<file path="config.mk">
export PLATFORM = sky130hd
export DESIGN_NAME = dmem_arbiter
export DESIGN_NICKNAME = d
export VERILOG_FILES = /design/src/rtl/dmem_arbiter.sv
export SDC_FILE = /design/constraint.sdc
export NUM_CORES = 1
export LEC_CHECK = 0
export ABC_AREA = 0
export CORE_MARGIN = 2
export CORE_UTILIZATION = 30
export CTS_CLUSTER_DIAMETER = 100
export CTS_CLUSTER_SIZE = 20
export DETAILED_ROUTE_END_ITERATION = 10
export SLEW_MARGIN = 20
export SYNTH_ARGS = -nofsm -noshare
export SYNTH_HDL_FRONTEND = slang
export SYNTH_SLANG_ARGS = --single-unit
</file>
<file path="constraint.sdc">
create_clock -name clk -period 2.2 [get_ports clk]
set_input_delay 0.55 -clock clk [delete_from_list [all_inputs] [get_ports clk]]
set_output_delay 0.55 -clock clk [all_outputs]
set_load 0.01 [all_outputs]
</file>
<file path="src/rtl/dmem_arbiter.sv">
// dmem_arbiter: two-requester round-robin arbiter/sequencer in front of a single-port data memory.
// Optional address range checking (err0/err1 outputs) is enabled by defining DMEM_ARB_BOUNDS_EN.
module dmem_arbiter #(
    parameter int ADDR_W = 8,
    parameter int MEM_AW = 6,
    parameter int DATA_W = 32
) (
    input  logic              clk,
    input  logic              rst,
    input  logic              req0,
    input  logic              we0,
    input  logic [ADDR_W-1:0] addr0,
    input  logic [DATA_W-1:0] wdata0,
    output logic              gnt0,
    output logic              rvalid0,
    output logic [DATA_W-1:0] rdata0,
    input  logic              req1,
    input  logic              we1,
    input  logic [ADDR_W-1:0] addr1,
    input  logic [DATA_W-1:0] wdata1,
    output logic              gnt1,
    output logic              rvalid1,
    output logic [DATA_W-1:0] rdata1,
    output logic              mem_read,
    output logic              mem_write,
    output logic [MEM_AW-1:0] mem_addr,
    output logic [DATA_W-1:0] mem_wdata,
    input  logic [DATA_W-1:0] mem_rdata,
`ifdef DMEM_ARB_BOUNDS_EN
    output logic              err0,
    output logic              err1,
`endif
    output logic              busy
);

    typedef enum logic {
        IDLE   = 1'b0,
        ACCESS = 1'b1
    } state_t;

    state_t              state_r;
    logic                last_r;      // port that won the most recent grant
    logic                op_port_r;
    logic                op_we_r;
    logic [ADDR_W-1:0]   op_addr_r;
    logic [DATA_W-1:0]   op_wdata_r;
    logic                grant0_s;
    logic                grant1_s;
    logic                op_oob_s;
    logic                in_range_s;
    logic                in_access_s;

    // Grant selection: only in IDLE and never while reset is asserted.
    always_comb begin
        grant0_s = 1'b0;
        grant1_s = 1'b0;
        if (!rst && (state_r == IDLE)) begin
            if (req0 && req1) begin
                if (last_r) begin
                    grant0_s = 1'b1;
                end else begin
                    grant1_s = 1'b1;
                end
            end else if (req0) begin
                grant0_s = 1'b1;
            end else if (req1) begin
                grant1_s = 1'b1;
            end else begin
                grant0_s = 1'b0;
                grant1_s = 1'b0;
            end
        end else begin
            grant0_s = 1'b0;
            grant1_s = 1'b0;
        end
    end

    assign op_oob_s = |op_addr_r[ADDR_W-1:MEM_AW];

`ifdef DMEM_ARB_BOUNDS_EN
    assign in_range_s = !op_oob_s;
`else
    logic unused_oob_s;
    assign unused_oob_s = op_oob_s;
    assign in_range_s   = 1'b1;
`endif

    // Memory strobes are live only in ACCESS, and are forced off during reset so an interrupted write cannot commit.
    assign in_access_s = !rst && (state_r == ACCESS) && in_range_s;
    assign mem_write   = in_access_s && op_we_r;
    assign mem_read    = in_access_s && !op_we_r;
    assign mem_addr    = op_addr_r[MEM_AW-1:0];
    assign mem_wdata   = op_wdata_r;
    assign gnt0        = grant0_s;
    assign gnt1        = grant1_s;
    assign busy        = (state_r == ACCESS);

    // Sequencer FSM: latch the winning request in IDLE, perform the access and return read data in ACCESS.
    always_ff @(posedge clk) begin
        if (rst) begin
            state_r    <= IDLE;
            last_r     <= 1'b1;
            op_port_r  <= 1'b0;
            op_we_r    <= 1'b0;
            op_addr_r  <= {ADDR_W{1'b0}};
            op_wdata_r <= {DATA_W{1'b0}};
            rvalid0    <= 1'b0;
            rvalid1    <= 1'b0;
            rdata0     <= {DATA_W{1'b0}};
            rdata1     <= {DATA_W{1'b0}};
`ifdef DMEM_ARB_BOUNDS_EN
            err0       <= 1'b0;
            err1       <= 1'b0;
`endif
        end else begin
            rvalid0 <= 1'b0;
            rvalid1 <= 1'b0;
`ifdef DMEM_ARB_BOUNDS_EN
            err0    <= 1'b0;
            err1    <= 1'b0;
`endif
            case (state_r)
                IDLE: begin
                    if (grant0_s || grant1_s) begin
                        op_port_r  <= grant1_s;
                        last_r     <= grant1_s;
                        op_we_r    <= grant1_s ? we1 : we0;
                        op_addr_r  <= grant1_s ? addr1 : addr0;
                        op_wdata_r <= grant1_s ? wdata1 : wdata0;
                        state_r    <= ACCESS;
                    end else begin
                        state_r <= IDLE;
                    end
                end
                ACCESS: begin
                    state_r <= IDLE;
                    // Out-of-range reads still complete, returning zero.
                    if (!op_we_r) begin
                        if (op_port_r) begin
                            rvalid1 <= 1'b1;
                            rdata1  <= in_range_s ? mem_rdata : {DATA_W{1'b0}};
                        end else begin
                            rvalid0 <= 1'b1;
                            rdata0  <= in_range_s ? mem_rdata : {DATA_W{1'b0}};
                        end
                    end else begin
                        rvalid0 <= 1'b0;
                        rvalid1 <= 1'b0;
                    end
`ifdef DMEM_ARB_BOUNDS_EN
                    if (!in_range_s) begin
                        if (op_port_r) begin
                            err1 <= 1'b1;
                        end else begin
                            err0 <= 1'b1;
                        end
                    end else begin
                        err0 <= 1'b0;
                        err1 <= 1'b0;
                    end
`endif
                end
                default: begin
                    state_r <= IDLE;
                end
            endcase
        end
    end

endmodule

</file>
# Yosys cells after proc, flatten, opt, wreduce, memory -nomap -nowiden
# Index checks and enable logic that the tools add are counted.
dict set report word_totals {
  ff_bits 108
  latchBits 0
  ram_bits 0
  rom_bits 0
  inputBits 118
  mem_count 0
}
dict set report op_classes {
  addsub 0
  n_mul 0
  div 0
  order_cmp 0
  n_eq_ne 0
  n_shift 0
  n_mux 16
  n_bitwise 3
  reduce_logical 12
}
# operator count
set ops {}
lappend ops {{$mux W32} 1}
lappend ops {{$mux W1} 13}
lappend ops {{$mux W6} 1}
lappend ops {{$reduce_and A3 Y1} 2}
lappend ops {{$logic_and A1 B1 Y1} 5}
lappend ops {{$not A1 Y1} 3}
lappend ops {{$reduce_or A3 Y1} 1}
lappend ops {{$logic_not A1 Y1} 2}
lappend ops {{$pmux W1 S2} 1}
lappend ops {{$reduce_and A2 Y1} 1}
lappend ops {{$logic_or A1 B1 Y1} 1}

# Logic depth before layout (Yosys ltp)
dict set report depth {
  word_depth 7
  ltp_mapped 7
}

# Least setup slack after synthesis
# Ideal clock, no wire load.
dict set report synth_path {
  path_kind {input-to-output}
  from {input port req1}
  to {output port gnt0}
  t_arrival_ps 1328
  required_ps 1650
  path_slack_ps 322
  stages 5
  n_path_buf 2
  cell_sequence {buf_2 inv_2 clkbuf_1 o21ai_0 nor3_1}
}
dict set report synth_between {
  elab_chain_len 3
}
# element line_no
set synth_rtl {}
lappend synth_rtl {{start, declared} 17} ;# input logic req1,
lappend synth_rtl {{$logic_and A1 B1 Y1} 58} ;# if (req0 && req1) begin
lappend synth_rtl {{$mux W1} 58}
lappend synth_rtl {{$mux W1} 57} ;# if (!rst && (state_r == IDLE)) begin
lappend synth_rtl {{end, declared} 14} ;# output logic gnt0,
# Every way passes these cells.

# Worst setup path after layout
dict set report layout_path {
  from {input port rst}
  to {output port mem_write}
}
dict set report layout_between {
  elab_chain_len 3
}
# element line_no
set layout_rtl {}
lappend layout_rtl {{start, declared} 9} ;# input logic rst,
lappend layout_rtl {{$logic_not A1 Y1} 89} ;# assign in_access_s = !rst && (state_r == ACCESS) && in_range_s;
lappend layout_rtl {{$logic_and A1 B1 Y1} 89}
lappend layout_rtl {{$logic_and A1 B1 Y1} 90} ;# assign mem_write = in_access_s && op_we_r;
lappend layout_rtl {{end, declared} 25} ;# output logic mem_write,
# Every way passes these cells.

==> run_results.csv <==
group,metric,value,unit
global_routing,met2_usage,31.6,%
timing,fin_tns_setup,0,ns
clock_tree,cts_tree,"done",
clock_tree,cts_buffer_depth,2,
clock_tree,cts_inserted_buffers,9,
critical_path,worstPathArrival,1.55,ns
global_routing,overflow,0,
layout,multiInputGateArea,2180,um2
critical_path,r2r_end,"op_addr_r[1]",
layout,syn_to_final_growth,59.0,%
synth,ys_seq_area_share,46.9,%
drt,drt_pass1_iterations,5,
drt,dr_total_vias,4827,
global_routing,grt_max_degree,62,
layout,design_area,7340,um2
drt,routed_via_density,5.21,
critical_path,cp_max_fo,4,
drt,drc,0,
synth,syn_inst,541,
global_routing,grt_use_total,18.9,%
layout,layout.cells.non_filler,926,
die,num_io_pins,227,
synth,ys_ff_latch,108,
layout,fillers,1407,
synth,syn_area_per_cell,8.53,um2
die,initial_core_util,30.6,%
die,row_count,45,
timing,slew_headroom,67.2,%
min_path,hp-start,"rdata0[16]",
timing,max_freq,0.475,GHz
pwr,peakVddDrop,0.371,mV
synth,syn_area,4610,um2
global_routing,use_met3,5.97,%
timing,hold_violations,0,
timing,slew_violations,0,
clock_tree,htreeDepth,3,
critical_path,required,1.65,ns
die,fp.dieW,128,um
global_routing,grt_util_met1,23.0,%
global_routing,grt_first_pass_wirelength,24800,um
placement,dp_cells,910,
critical_path,ff2ff_path_depth,5,
synth,syn_nets,659,
timing,fin_crit_sh,95.7,%
job,cap_violations,0,
clock_tree,post_cts_buffers,0,
synth,yosys_warnings,0,
critical_path,crit_type,"in -> out",
pwr,powerDensity,668,nW/um2
drt,wirelength,15600,um
critical_path,r2r-start,"busy",
critical_path,r2r_slack,0.68,ns
clock_tree,clk_pin_slew_worst_paths,0.07,ns
timing,rsz0062_at_grt,"no",
critical_path,cp-end-kind,"output pin",
critical_path,critPathLaunch,"rst",
timing,worstMarginPinSlew,0.492,ns
min_path,hold_class,"reg -> reg",
drt,drt_iter0_drc,249,
drt,wl_per_cell,16.8,um
global_routing,antenna_found_initial,0,
clock_tree,insertion_delay,0.35,ns
placement,dpl.hpwl,10400,um
timing,setup_viol,0,
die,die-area,16400,um2
placement,place.gp.congestion,0.759,
placement,place_area,7000,um2
layout,final_nets,851,
global_routing,grt_busiest_layer,"met2",
drt,drtAntennaViolNets,0,
critical_path,critPathLaunchType,"primary input",
layout,seq_area,2160,um2
synth,synth.distinct_cells,28,
clock_tree,holdBufCountCts,0,
layout,drive_gt1_share,11.8,%
timing,fin_crit,2.10,ns
critical_path,crit_end,"mem_write",
placement,portBuffers,222,
die,dieHeight,128,um
layout,n_antenna_cell,0,
timing,skew,0.00698,ns
run_status,outcome,"finished clean",
pwr,p_leak,0.00243,uW
global_routing,grt_pass1_vias,4914,
clock_tree,cts_num_sinks,108,
die,coreArea,15100,um2
clock_tree,root_buffer,"clkbuf_16",
## cell usage after synthesis
cell type | count | area (um2)
a211o_1 | 1 | 8.76
a21boi_0 | 1 | 7.51
a21oi_1 | 103 | 515
a221o_1 | 1 | 10.0
a311oi_2 | 39 | 586
and2_1 | 1 | 6.26
and3b_1 | 1 | 8.76
buf_1 | 1 | 3.75
buf_2 | 7 | 35.0
buf_4 | 1 | 7.51
buf_6 | 5 | 56.3
clkbuf_1 | 47 | 176
clkbuf_2 | 1 | 5.00
dfxtp_1 | 108 | 2160
inv_2 | 1 | 3.75
nand2_1 | 130 | 488
nand2b_1 | 1 | 6.26
nand3b_1 | 1 | 7.51
nand4_1 | 39 | 244
nor2_1 | 5 | 18.8
nor2_2 | 1 | 6.26
nor3_1 | 1 | 5.00
nor3b_1 | 1 | 7.51
nor3b_2 | 1 | 12.5
o21ai_0 | 40 | 200
o21ba_2 | 1 | 10.0
or2_1 | 1 | 6.26
or3b_1 | 1 | 8.76
## state kept, by name, indices dropped and copies added, names as in the netlist, 6 cells and up
| name | flops |
|---|---|
| op_addr_r | 6 |
| rdata1 | 32 |
| mem_wdata | 32 |
| rdata0 | 32 |
## critical path, cell delays in order
cell and delay [ns]:
buf_4 0.13, buf_4 0.15, nor2_1 0.11, clkdlybuf4s50_1 0.61
## layout by cell type (no fill, tap or decap), types with 9 or more instances in the layout
| master | netlist | routed |
|---|---|---|
| buf_4 | 1 | 16 |
| o21ai_0 | 40 | 40 |
| a311oi_2 | 39 | 39 |
| clkdlybuf4s50_1 | 0 | 217 |
| a21oi_1 | 103 | 103 |
| nand4_1 | 39 | 39 |
| dfxtp_1 | 108 | 106 |
| nand2_1 | 130 | 130 |
| clkbuf_16 | 0 | 9 |
## layout make-up
type / instances / area share, %
Clock inverter: 6 / 1.18
Timing Repair Buffer: 243 / 33.1
Multi-Input combinational cell: 370 / 29.7
Clock buffer: 10 / 3.26
Tap cell: 188 / 3.21
Sequential cell: 108 / 29.5
Inverter: 1 / 0.0512
## repair_timing
action,4_1_cts,5_1_grt
setup endpoints to repair,3,43
resized for setup,10,5
pin swaps,0,1
## power breakdown
part / total, uW / switching [uW] / leakage (uW) / internal, uW
Combinational: 998 / 472 / 0.00139 / 526
Sequential: 2130 / 65.2 / 0.000883 / 2060
Clock: 1770 / 743 / 0.000159 / 1030
## through the flow
| stage | hold WS (ns) | util (%) | setup slack, ns | total power (uW) |
|---|---|---|---|---|
| after global routing | 0.470 | 48.6 | 0.0201 | 5120 |
| after global placement | 0.441 | 46.4 | -0.399 | 3160 |
| after floorplan | 0.481 | - | 0.322 | 2620 |
| after CTS | 0.457 | 48.5 | 0.00230 | 4960 |
| final | 0.454 | 48.6 | 0.0955 | 4900 |
| after detailed placement | 0.447 | 46.4 | -0.399 | 3180 |
## cell families after synthesis
| group | count (synthesis) | share of synthesized area, % |
|---|---|---|
| compound gates | 186 | 29.0 |
| buf+inv | 63 | 6.24 |
| flops | 108 | 46.9 |
| simple gates | 184 | 17.9 |
## layer usage
layer  part of all wire [%]  vias up  wire, um
li1                       -     2317         -
met1                     42     2276      6510
met2                     47      220      7290
met3                    9.7       14      1510
met4                    1.5        0       239
met5                      0        -         0
## how the worst min path moves through the flow
| stage | to | slack, ns | depth (start not counted) |
|---|---|---|---|
| finish | rdata0[16] | 0.45 | 2 |
| global route | rdata0[16] | 0.47 | 2 |
| floorplan | rdata0[0] | 0.48 | 2 |
| CTS | rdata0[16] | 0.46 | 2 |
| detailed placement | rdata0[16] | 0.45 | 2 |
| global placement | rdata1[28] | 0.44 | 2 |
Power figures use the tool's default switching activity.
